--- src/rtl/cram_pkg.sv ---
// Shared types and constants for the CellularRAM data-memory controller.
package cram_pkg;

  localparam int CNT_W = 4;

  typedef enum logic [2:0] {
    S_IDLE   = 3'd0,
    S_ACC_LO = 3'd1,
    S_GAP    = 3'd2,
    S_ACC_HI = 3'd3,
    S_DONE   = 3'd4
  } state_t;

  // Asynchronous-mode pin ties.
  localparam logic ADV_N_TIE = 1'b0;
  localparam logic CRE_TIE   = 1'b0;
  localparam logic CLK_TIE   = 1'b0;

endpackage

--- src/rtl/cram_ctrl.sv ---
// Sequences one 32-bit CPU word access as two asynchronous 16-bit CellularRAM
// accesses; completion is signalled by a one-cycle ack.
module cram_ctrl
  import cram_pkg::*;
#(
  parameter int ACCESS_CYCLES = 4
) (
  input  logic        clk,
  input  logic        reset,
  input  logic        req,
  input  logic        we,
  input  logic [31:0] addr,
  input  logic [31:0] wdata,
  output logic [31:0] rdata,
  output logic        ack,
  output logic        busy,
  output logic [22:0] mem_addr,
  output logic [15:0] mem_dq_o,
  input  logic [15:0] mem_dq_i,
  output logic        mem_dq_oe,
  output logic        mem_ce_n,
  output logic        mem_oe_n,
  output logic        mem_we_n,
  output logic        mem_lb_n,
  output logic        mem_ub_n,
  output logic        mem_adv_n,
  output logic        mem_cre,
  output logic        mem_clk
);

  localparam logic [CNT_W-1:0] CNT_LOAD = CNT_W'(ACCESS_CYCLES - 1);

  state_t           state, state_next;
  logic [CNT_W-1:0] cnt, cnt_next;
  logic             we_q;
  logic [21:0]      word_q;
  logic [15:0]      wdata_hi_q;
  logic [15:0]      buf_lo;
  logic             start;
  logic             we_next;
  logic             acc_next;
  logic             addr_unused;

  assign mem_adv_n   = ADV_N_TIE;
  assign mem_cre     = CRE_TIE;
  assign mem_clk     = CLK_TIE;
  assign addr_unused = ^{addr[31:24], addr[1:0]};

  always_comb begin
    state_next = state;
    cnt_next   = cnt;
    start      = 1'b0;
    unique case (state)
      S_IDLE: begin
        if (req) begin
          start      = 1'b1;
          state_next = S_ACC_LO;
          cnt_next   = CNT_LOAD;
        end
      end
      S_ACC_LO: begin
        if (cnt == '0) state_next = S_GAP;
        else           cnt_next   = cnt - CNT_W'(1);
      end
      S_GAP: begin
        state_next = S_ACC_HI;
        cnt_next   = CNT_LOAD;
      end
      S_ACC_HI: begin
        if (cnt == '0) state_next = S_DONE;
        else           cnt_next   = cnt - CNT_W'(1);
      end
      S_DONE:  state_next = S_IDLE;
      default: state_next = S_IDLE;
    endcase
    // Pad strobes are registered from the next state so they line up with it.
    we_next  = start ? we : we_q;
    acc_next = (state_next == S_ACC_LO) || (state_next == S_ACC_HI);
  end

  always_ff @(posedge clk) begin
    if (reset) begin
      state      <= S_IDLE;
      cnt        <= '0;
      we_q       <= 1'b0;
      word_q     <= '0;
      wdata_hi_q <= '0;
      buf_lo     <= '0;
      ack        <= 1'b0;
      busy       <= 1'b0;
      mem_addr   <= '0;
      mem_dq_o   <= '0;
      mem_dq_oe  <= 1'b0;
      mem_ce_n   <= 1'b1;
      mem_oe_n   <= 1'b1;
      mem_we_n   <= 1'b1;
      mem_lb_n   <= 1'b1;
      mem_ub_n   <= 1'b1;
    end else begin
      state     <= state_next;
      cnt       <= cnt_next;
      ack       <= (state_next == S_DONE);
      busy      <= (state_next != S_IDLE);
      mem_ce_n  <= ~acc_next;
      mem_lb_n  <= ~acc_next;
      mem_ub_n  <= ~acc_next;
      mem_oe_n  <= ~(acc_next & ~we_next);
      mem_we_n  <= ~(acc_next & we_next);
      mem_dq_oe <= acc_next & we_next;
      if (start) begin
        we_q       <= we;
        word_q     <= addr[23:2];
        wdata_hi_q <= wdata[31:16];
        mem_addr   <= {addr[23:2], 1'b0};
        mem_dq_o   <= wdata[15:0];
      end else if (state == S_GAP) begin
        mem_addr <= {word_q, 1'b1};
        mem_dq_o <= wdata_hi_q;
      end
      if (state == S_ACC_LO && cnt == '0 && !we_q) buf_lo <= mem_dq_i;
    end
  end

  // rdata survives a reset that aborts an access; it is only cleared from idle.
  // The high half is merged straight in so the word is visible during DONE.
  always_ff @(posedge clk) begin
    if (reset) begin
      if (!busy) rdata <= '0;
    end else if (state == S_ACC_HI && cnt == '0 && !we_q) begin
      rdata <= {mem_dq_i, buf_lo};
    end
  end

endmodule

--- config.mk ---
export PLATFORM = sky130hd
export DESIGN_NAME = cram_ctrl
export DESIGN_NICKNAME = d
export VERILOG_FILES = /design/src/rtl/cram_pkg.sv /design/src/rtl/cram_ctrl.sv
export SDC_FILE = /design/constraint.sdc
export NUM_CORES = 1
export LEC_CHECK = 0
export ABC_AREA = 1
export BUFFER_PORTS_ARGS = -buffer_cell sky130_fd_sc_hd__buf_2
export CORE_ASPECT_RATIO = 0.7
export CORE_UTILIZATION = 35
export CTS_CLUSTER_DIAMETER = 40
export CTS_CLUSTER_SIZE = 30
export DETAILED_ROUTE_END_ITERATION = 8
export PLACE_DENSITY = 0.67
export SLEW_MARGIN = 20
export SYNTH_ARGS = -nofsm -noshare
export SYNTH_HDL_FRONTEND = slang
export SYNTH_SLANG_ARGS = --single-unit
--- constraint.sdc ---
create_clock -name clk -period 3.63 [get_ports clk]
set_input_delay 0.1815 -clock clk [delete_from_list [all_inputs] [get_ports clk]]
set_output_delay 0.1815 -clock clk [all_outputs]
set_load 0.02 [all_outputs]
Word level (Yosys, flattened, before mapping)
Cells that the tools add are included.

Flip-flop bits (word level): 139. Bits of input ports: 84. Output and inout bits: 82.

Add/subtract/negate cells: 1. Equal/unequal tests: 9. Muxes and demuxes: 17. Bitwise gates (word level): 6. Reductions and logical operators: 16.

Operators by type and width (count): 2-to-1 mux 32 bit (3); 2-to-1 mux 23 bit (2); 2-to-1 mux 16 bit (2); one-hot mux 3 bit (4 select lines) (1); one-hot mux 4 bit (3 select lines) (1); == test 3 x 2 -> 1 bit (second input constant) (3); 2-to-1 mux 3 bit (3); 2-to-1 mux 4 bit (2); == test 3 x 1 -> 1 bit (second input constant) (2); inequality test 2 bit (second input constant) (3); nonzero test 3 bit (2); logical AND 1 bit (4); zero test 4 bit (1); inverter 1 bit (4); nonzero test 2 bit (2); OR reduction 2 bit (2); subtractor 4 x 1 -> 4 bit (second input constant) (1); == test 3 bit (second input constant) (1); zero test 3 bit (1); 2-to-1 mux 1 bit (3); AND reduction 3 bit (1); bitwise AND 1 bit (2); AND reduction 2 bit (1); zero test 1 bit (1); logical OR 1 bit (1).

Logic depth before layout (Yosys ltp)
Gate-level depths: netlist of the first run.

Depth in word-level cells: 7. Depth in mapped cells: 9. Gate-level depth less buffers: 8.

Worst setup path before layout of the first run
OpenSTA, ideal clock, no wires.

Path kind: input -> register. From: input reset. To: register rdata[0], enable pin. Setup time: 0.466 ns. Arrival: 2.862 ns. Required time: 3.164 ns. Setup slack: 0.302 ns. Stages on the path: 4. Buffers on the path: 2. Cells stage by stage: buf_2 inv_1 clkbuf_1 o21ai_0.

Word-level cells in the longest chain between the ends: 2. Elaborated cells between the ends (all ways): 3. Classes of those cells: 1 x eq/ne; 2 x reduce/logical.

RTL lines: start: declaration (RTL line cram_ctrl.sv:9) `input logic reset,`; inequality test 2 bit (no source line) / nonzero test 2 bit (equally long branches); AND reduction 2 bit (no source line) *; end signal: assignment (RTL line cram_ctrl.sv:130) `rdata <= {mem_dq_i, buf_lo};`; end: declaration (RTL line cram_ctrl.sv:14) `output logic [31:0] rdata,`.

Every way passes the cells marked *; elsewhere a longest branch is shown, timed or not. A chain may end at the register's enable or synchronous reset.

Worst setup path after layout of the first run
From: register state[0]. To: register mem_addr[3].

Word-level cells in the longest chain between the ends: 3. Elaborated cells between the ends (all ways): 5. Classes of those cells: 1 x eq/ne; 2 x mux; 2 x reduce/logical.

RTL lines: start: declaration (RTL line cram_ctrl.sv:33) `state_t state, state_next;`; start signal: assignment (RTL line cram_ctrl.sv:100) `state <= state_next;`; zero test 3 bit (RTL line cram_ctrl.sv:53) `unique case (state)`; 2-to-1 mux 1 bit (RTL line cram_ctrl.sv:53); 2-to-1 mux 23 bit / nonzero test 2 bit (equally long branches); end signal: assignment (RTL line cram_ctrl.sv:114) `mem_addr <= {addr[23:2], 1'b0};`; end signal: assignment (RTL line cram_ctrl.sv:117) `mem_addr <= {word_q, 1'b1};`; end: declaration (RTL line cram_ctrl.sv:17) `output logic [22:0] mem_addr,`.

Parallel ways exist; a longest one is shown, timed or not.

==> impl_metrics.yaml, run 1 <==
status:
  status: "finished, final reports clean"
sta:
  min_period_over_period_pct: 62.3
  tightest_slew_ps: 1010
  report.final.slew_viol_count: 0
  rsz0062_at_grt: "no"
  fin_crit_ps: 2260
  fmax_mhz: 442
  hold_viol: 0
  setup_violations: 0
  clock_skew_ps: 8.61
  finalSetupTns_ps: 0
  slew_headroom_pct: 32.7
synth:
  synthArstFlopShare_pct: 0
  synth_cells: 651
  synth_edf_count: 32
  yosysTopAreaCell: "dfxtp_1"
  synth_top_cell_area_share_pct: 39.6
  ys_seq_elements: 139
  seq_area_frac_synth_pct: 57.4
  yosysUniqueCellTypes: 30
  synth_area_leaders: "dfxtp_1 (40%), edfxtp_1 (18%), nand2_1 (9.1%)"
  ys_warn_count: 0
  synthFlopType: "dfxtp_1"
  synth_area_mm2: 0.00540
  avgSynthCellArea_um2: 8.30
clock_network:
  root_buffer: "clkbuf_16"
  path_clk_slew_ps: 60
  cts_resized: 0
  cts_sinks: 139
  cts_max_path_buffers: 2
  cts_setup_buffers: 0
  clock_insertion_delay_worst_skew_ps: 410
  cts_tree: "done"
  h-tree-depth: 4
  cts_buffers: 17
  hold_buffers: 0
grt:
  track_usage_pct: 16.0
  grt_max_degree: 61
  grt_pass1_wl_mm: 20.0
  grt-ovfl-total: 0
  antenna_found_initial: 0
  grt_pass1_vias: 4146
setup_path:
  crit_chain: "nor2_4 -> nand3_4 -> inv_2 -> nand2_1 -> o21ai_1 -> nand2_1 -> nand2_1 -> inv_1"
  worst-r2r-cell-count: 8
  worstPathRequired_ps: 3930
  cp_slowest_stage_delay_ps: 720
  arrival_ps: 2570
  cp-start-kind: "flip-flop"
  path_max_fanout: 46
  setup.worst_path.end_class: "flip-flop"
  cp_slowest_cell: "inv_2"
  critPathKind: "flip-flop to flip-flop"
  critPathMostFrequentCell: "nand2_1"
floorplan:
  initial_core_util_pct: 36.2
  core_mm2: 0.0149
  ios: 166
  die_width_um: 151
  die_area_mm2: 0.0159
  fp-row-count: 37
  die_h_um: 106
final_layout:
  syn_to_final_growth_pct: 26.4
  final_cell_mix: "buf_2 (152), nand2_1 (131), dfxtp_1 (107)"
  final_core_util_pct: 45.8
  nNetsFinal: 875
  antenna_cells: 0
  drive_gt1_share_pct: 25.4
  final_common_cell: "buf_2"
  fillers: 1490
placement:
  place.gp.congestion: 0.760
  io_buffers: 152
  dp_hpwl_mm: 7.66
detailed_routing:
  wl_mm: 12.1
  wl_per_cell_um: 12.2
  ant_nets: 0
  vias: 4451
  dr.pass1.iters: 4
  drc: 0
  viasPerCell: 4.46
  drt_iter0_drc: 161
power:
  power.density_mw_per_mm2: 652
  power.leakage_nw: 3.27
  irDropWorstVdd_uv: 328
  finalPower_mw: 4.45
worst_hold_path:
  hp-class: "primary input to flip-flop"
  min_path_cells: 3
flow_run:
  max_cap_violations: 0
==> routing by layer <==
metal	track usage (%)	vias up	wire, um
li1	-	2315	-
met1	21.5	1992	6090
met2	24.5	134	5150
met3	5.32	10	818
met4	3.90	0	81
met5	0	-	0
==> cells in the mapped netlist, types with 2 or more instances <==
cell / number
nand2_1: 131
dfxtp_1: 107
nor2_1: 93
inv_1: 90
a21oi_1: 54
o21ai_0: 35
edfxtp_1: 32
o21a_1: 22
o21ai_1: 22
clkbuf_1: 17
buf_4: 9
buf_2: 7
nand3_1: 5
buf_6: 4
inv_2: 3
buf_1: 2
nand3_4: 2
nor2_2: 2
nor3_1: 2
nor4_1: 2
==> sequential cells by signal, summed over array words and instances, names as in the netlist <==
| name | cells |
|---|---|
| wdata_hi_q | 16 |
| state | 3 |
| mem_dq_o | 16 |
| mem_dq_oe | 1 |
| mem_oe_n | 1 |
| word_q | 22 |
| mem_addr | 23 |
| mem_ub_n | 1 |
| cnt | 4 |
| mem_we_n | 1 |
| busy | 1 |
| ack | 1 |
| we_q | 1 |
| buf_lo | 16 |
| rdata | 32 |
==> logic make-up after synthesis <==
group | count (synthesis) | synth area share, %
AOI/OAI and AO/OA | 135 | 13.6
other | 1 | 0.0694
buffers and inverters | 134 | 10.7
adders and majority gates | 1 | 0.232
DFF | 139 | 57.4
and+or+nand+nor | 241 | 17.9
==> critical path: cells and delay by family, from the launching register on <==
family	cells	cell delay (ps)
AO/OA/AOI/OAI	1	160
AND/OR/NAND/NOR	5	820
flip-flops	1	380
buffers and inverters	2	750
==> metrics by stage <==
stage	hold WS, ps	setup WS (ps)	instances	instance area, um2
3_5_place_dp	435	1420	966	6250
2_1_floorplan	324	302	653	5410
4_1_cts	2.51	1390	998	6830
5_1_grt	3.40	1130	998	6830
3_3_place_gp	433	1440	966	6250
6_report	15.0	1370	998	6830
==> path summary, 6_finish.rpt <==
| kind | start | endpoint | slack, ps |
|---|---|---|---|
| setup reg to reg | state[0] | mem_addr[3] | 1370 |
| hold / removal | wdata[20] | wdata_hi_q[4] | 20 |
| setup / recovery | state[0] | mem_addr[3] | 1370 |
| hold reg to reg | wdata_hi_q[4] | wdata_hi_q[4] | 470 |
==> where the power goes <==
part | internal [mW] | total, mW | leakage, nW | switching [mW]
logic | 0.295 | 0.884 | 1.80 | 0.589
clock network | 0.969 | 1.69 | 0.277 | 0.717
registers | 1.80 | 1.88 | 1.20 | 0.0867
total | 3.06 | 4.45 | 3.27 | 1.39
==> cell type report <==
type | count | area [um2] | share of cell area [%]
Clock buffer | 17 | 425 | 6.23
Clock inverter | 15 | 159 | 2.33
Inverter | 94 | 354 | 5.18
Multi-Input combinational cell | 380 | 1740 | 25.5
Tap cell | 195 | 244 | 3.57
Timing Repair Buffer | 158 | 806 | 11.8
Sequential cell | 139 | 3100 | 45.4
No activity file was read; power rests on OpenSTA's default activity.
==> run 2, diff against run 1 <==
==> constraint.sdc (replaced) <==
create_clock -name clk -period 2.25 [get_ports clk]
set_input_delay 0.1125 -clock clk [delete_from_list [all_inputs] [get_ports clk]]
set_output_delay 0.1125 -clock clk [all_outputs]
set_load 0.02 [all_outputs]
==> run 2 against run 1 <==
Net effect: via count grew 3.6%; flip-flop and latch count unchanged; largest power group unchanged; core utilization rose by 3.5 points; critical path type unchanged.
==> impl_metrics.yaml, run 2 (synthesis results as in run 1) <==
status:
  status: "finished, final reports clean"
final_layout:
  multi_input_area_mm2: 0.00174
  seqCellArea_mm2: 0.00310
  nNetsFinal: 920
  largest_registers: "rdata (32), mem_addr (23), word_q (22)"
  final_common_cell: "buf_2"
  final_area_mm2: 0.00736
  final_core_util_pct: 49.4
  antenna_cells: 0
  final_cell_mix: "buf_2 (152), nand2_1 (131), dfxtp_1 (107)"
  fillers: 1434
  syn_to_final_growth_pct: 36.2
  drive_gt1_share_pct: 24.1
  regMostFlops: "rdata"
  largest_reg_flops: 32
clock_network:
  cts_max_path_buffers: 2
  cts_setup_buffers: 0
  clock_insertion_delay_worst_skew_ps: 400
  cts_sinks: 139
  root_buffer: "clkbuf_16"
  path_clk_slew_ps: 60
  h-tree-depth: 4
  cts_buffers: 17
  cts_tree: "done"
placement:
  dp_hpwl_mm: 7.83
  place_ws_ps: 163
  dpl-instance-area_mm2: 0.00630
  io_buffers: 152
  place.gp.congestion: 0.821
setup_path:
  r2r-start: "cnt[0]"
  cp-start-kind: "flip-flop"
  path_max_fanout: 32
  startpoint: "cnt[0]"
  setup.worst_path.end_class: "flip-flop"
  worstPathRequired_ps: 2340
  critPathKind: "flip-flop to flip-flop"
  arrival_ps: 1930
worst_hold_path:
  hp-class: "primary input to flip-flop"
  hp-start: "mem_dq_i[6]"
sta:
  tightest_slew_ps: 533
  hold_viol: 0
  finalSetupTns_ps: 0
  slew_headroom_pct: 64.5
  setup_violations: 0
  clock_skew_ps: 9.20
  fin_crit_ps: 1830
  report.final.slew_viol_count: 0
  min_period_over_period_pct: 81.5
  setup_ws_ps: 415
  fmax_mhz: 545
  rsz0062_at_grt: "no"
grt:
  grt_pass1_wl_mm: 20.5
  grt-ovfl-total: 0
  antenna_found_initial: 0
  grt_max_degree: 78
  grt_pass1_vias: 4225
  track_usage_pct: 16.3
floorplan:
  fp-row-count: 37
  core_mm2: 0.0149
  initial_core_util_pct: 36.2
  die_h_um: 106
  die_width_um: 151
  ios: 166
  die_area_mm2: 0.0159
detailed_routing:
  wl_per_cell_um: 12.1
  dr.pass1.iters: 4
  drt_iter0_drc: 173
  vias: 4613
  drc: 0
  ant_nets: 0
  wl_mm: 12.7
  viasPerCell: 4.43
power:
  irDropWorstVdd_uv: 425
  finalPower_mw: 7.41
  power.leakage_nw: 3.49
  power.density_mw_per_mm2: 1010
flow_run:
  max_cap_violations: 0
run 2: cell count changes in the layout (fill, tap and decap cells not counted), sizes merged:
cell,delta
clkinvlp,-1
buf,+1
inv,-3
clkinv,-1
bufinv,+1
clkbuf,+3
dlygate4sd3,+44
run 2: what timing repair did:
action                                 4_1_cts  5_1_grt
resized for setup                            0        1
setup endpoints to repair                    0        5
endpoints found under the hold margin       44        0
hold buffers                                44        0
run 2: area by class of cell:
class,count,area share (%)
sequential,139,42.2
multi-input combinational,380,23.7
timing repair buffer,203,17.7
clock buffer,20,6.51
inverter,94,4.81
tap,195,3.32
clock inverter,11,1.80
run 2: worst max-delay path, stage by stage (launching register included):
cell	delay, ps
dfxtp_1	310
inv_1	110
ha_1	230
nand2_1	110
nor4_1	320
nand2_1	110
o21ai_2	100
buf_12	220
run 2: report_power, final:
part	switching, mW	internal, mW	total, mW
Sequential	0.146	2.90	3.04
Clock	1.08	1.78	2.85
Combinational	0.970	0.548	1.52
Total	2.19	5.22	7.41
run 2: worst paths after layout:
kind                    endpoint  slack [ps]  cells past startpoint
hold / removal         buf_lo[6]          20                      3
setup / recovery       rdata[17]         420                      7
setup reg to reg       rdata[17]         420                      7
hold reg to reg   wdata_hi_q[14]         470                      2
run 2: metrics by stage:
step	cells	hold slack, ps
after floorplan	653	255
after global placement	967	365
after detailed placement	967	369
after CTS	1042	0.978
after global routing	1042	12.7
final	1042	21.4
run 2: per-layer routing:
metal / GRT usage, % / wire length [um] / vias up
met5: 0 / 0 / -
met4: 4.11 / 40 / 0
li1: - / - / 2395
met2: 26.1 / 5770 / 121
met3: 4.33 / 745 / 5
met1: 21.8 / 6100 / 2092
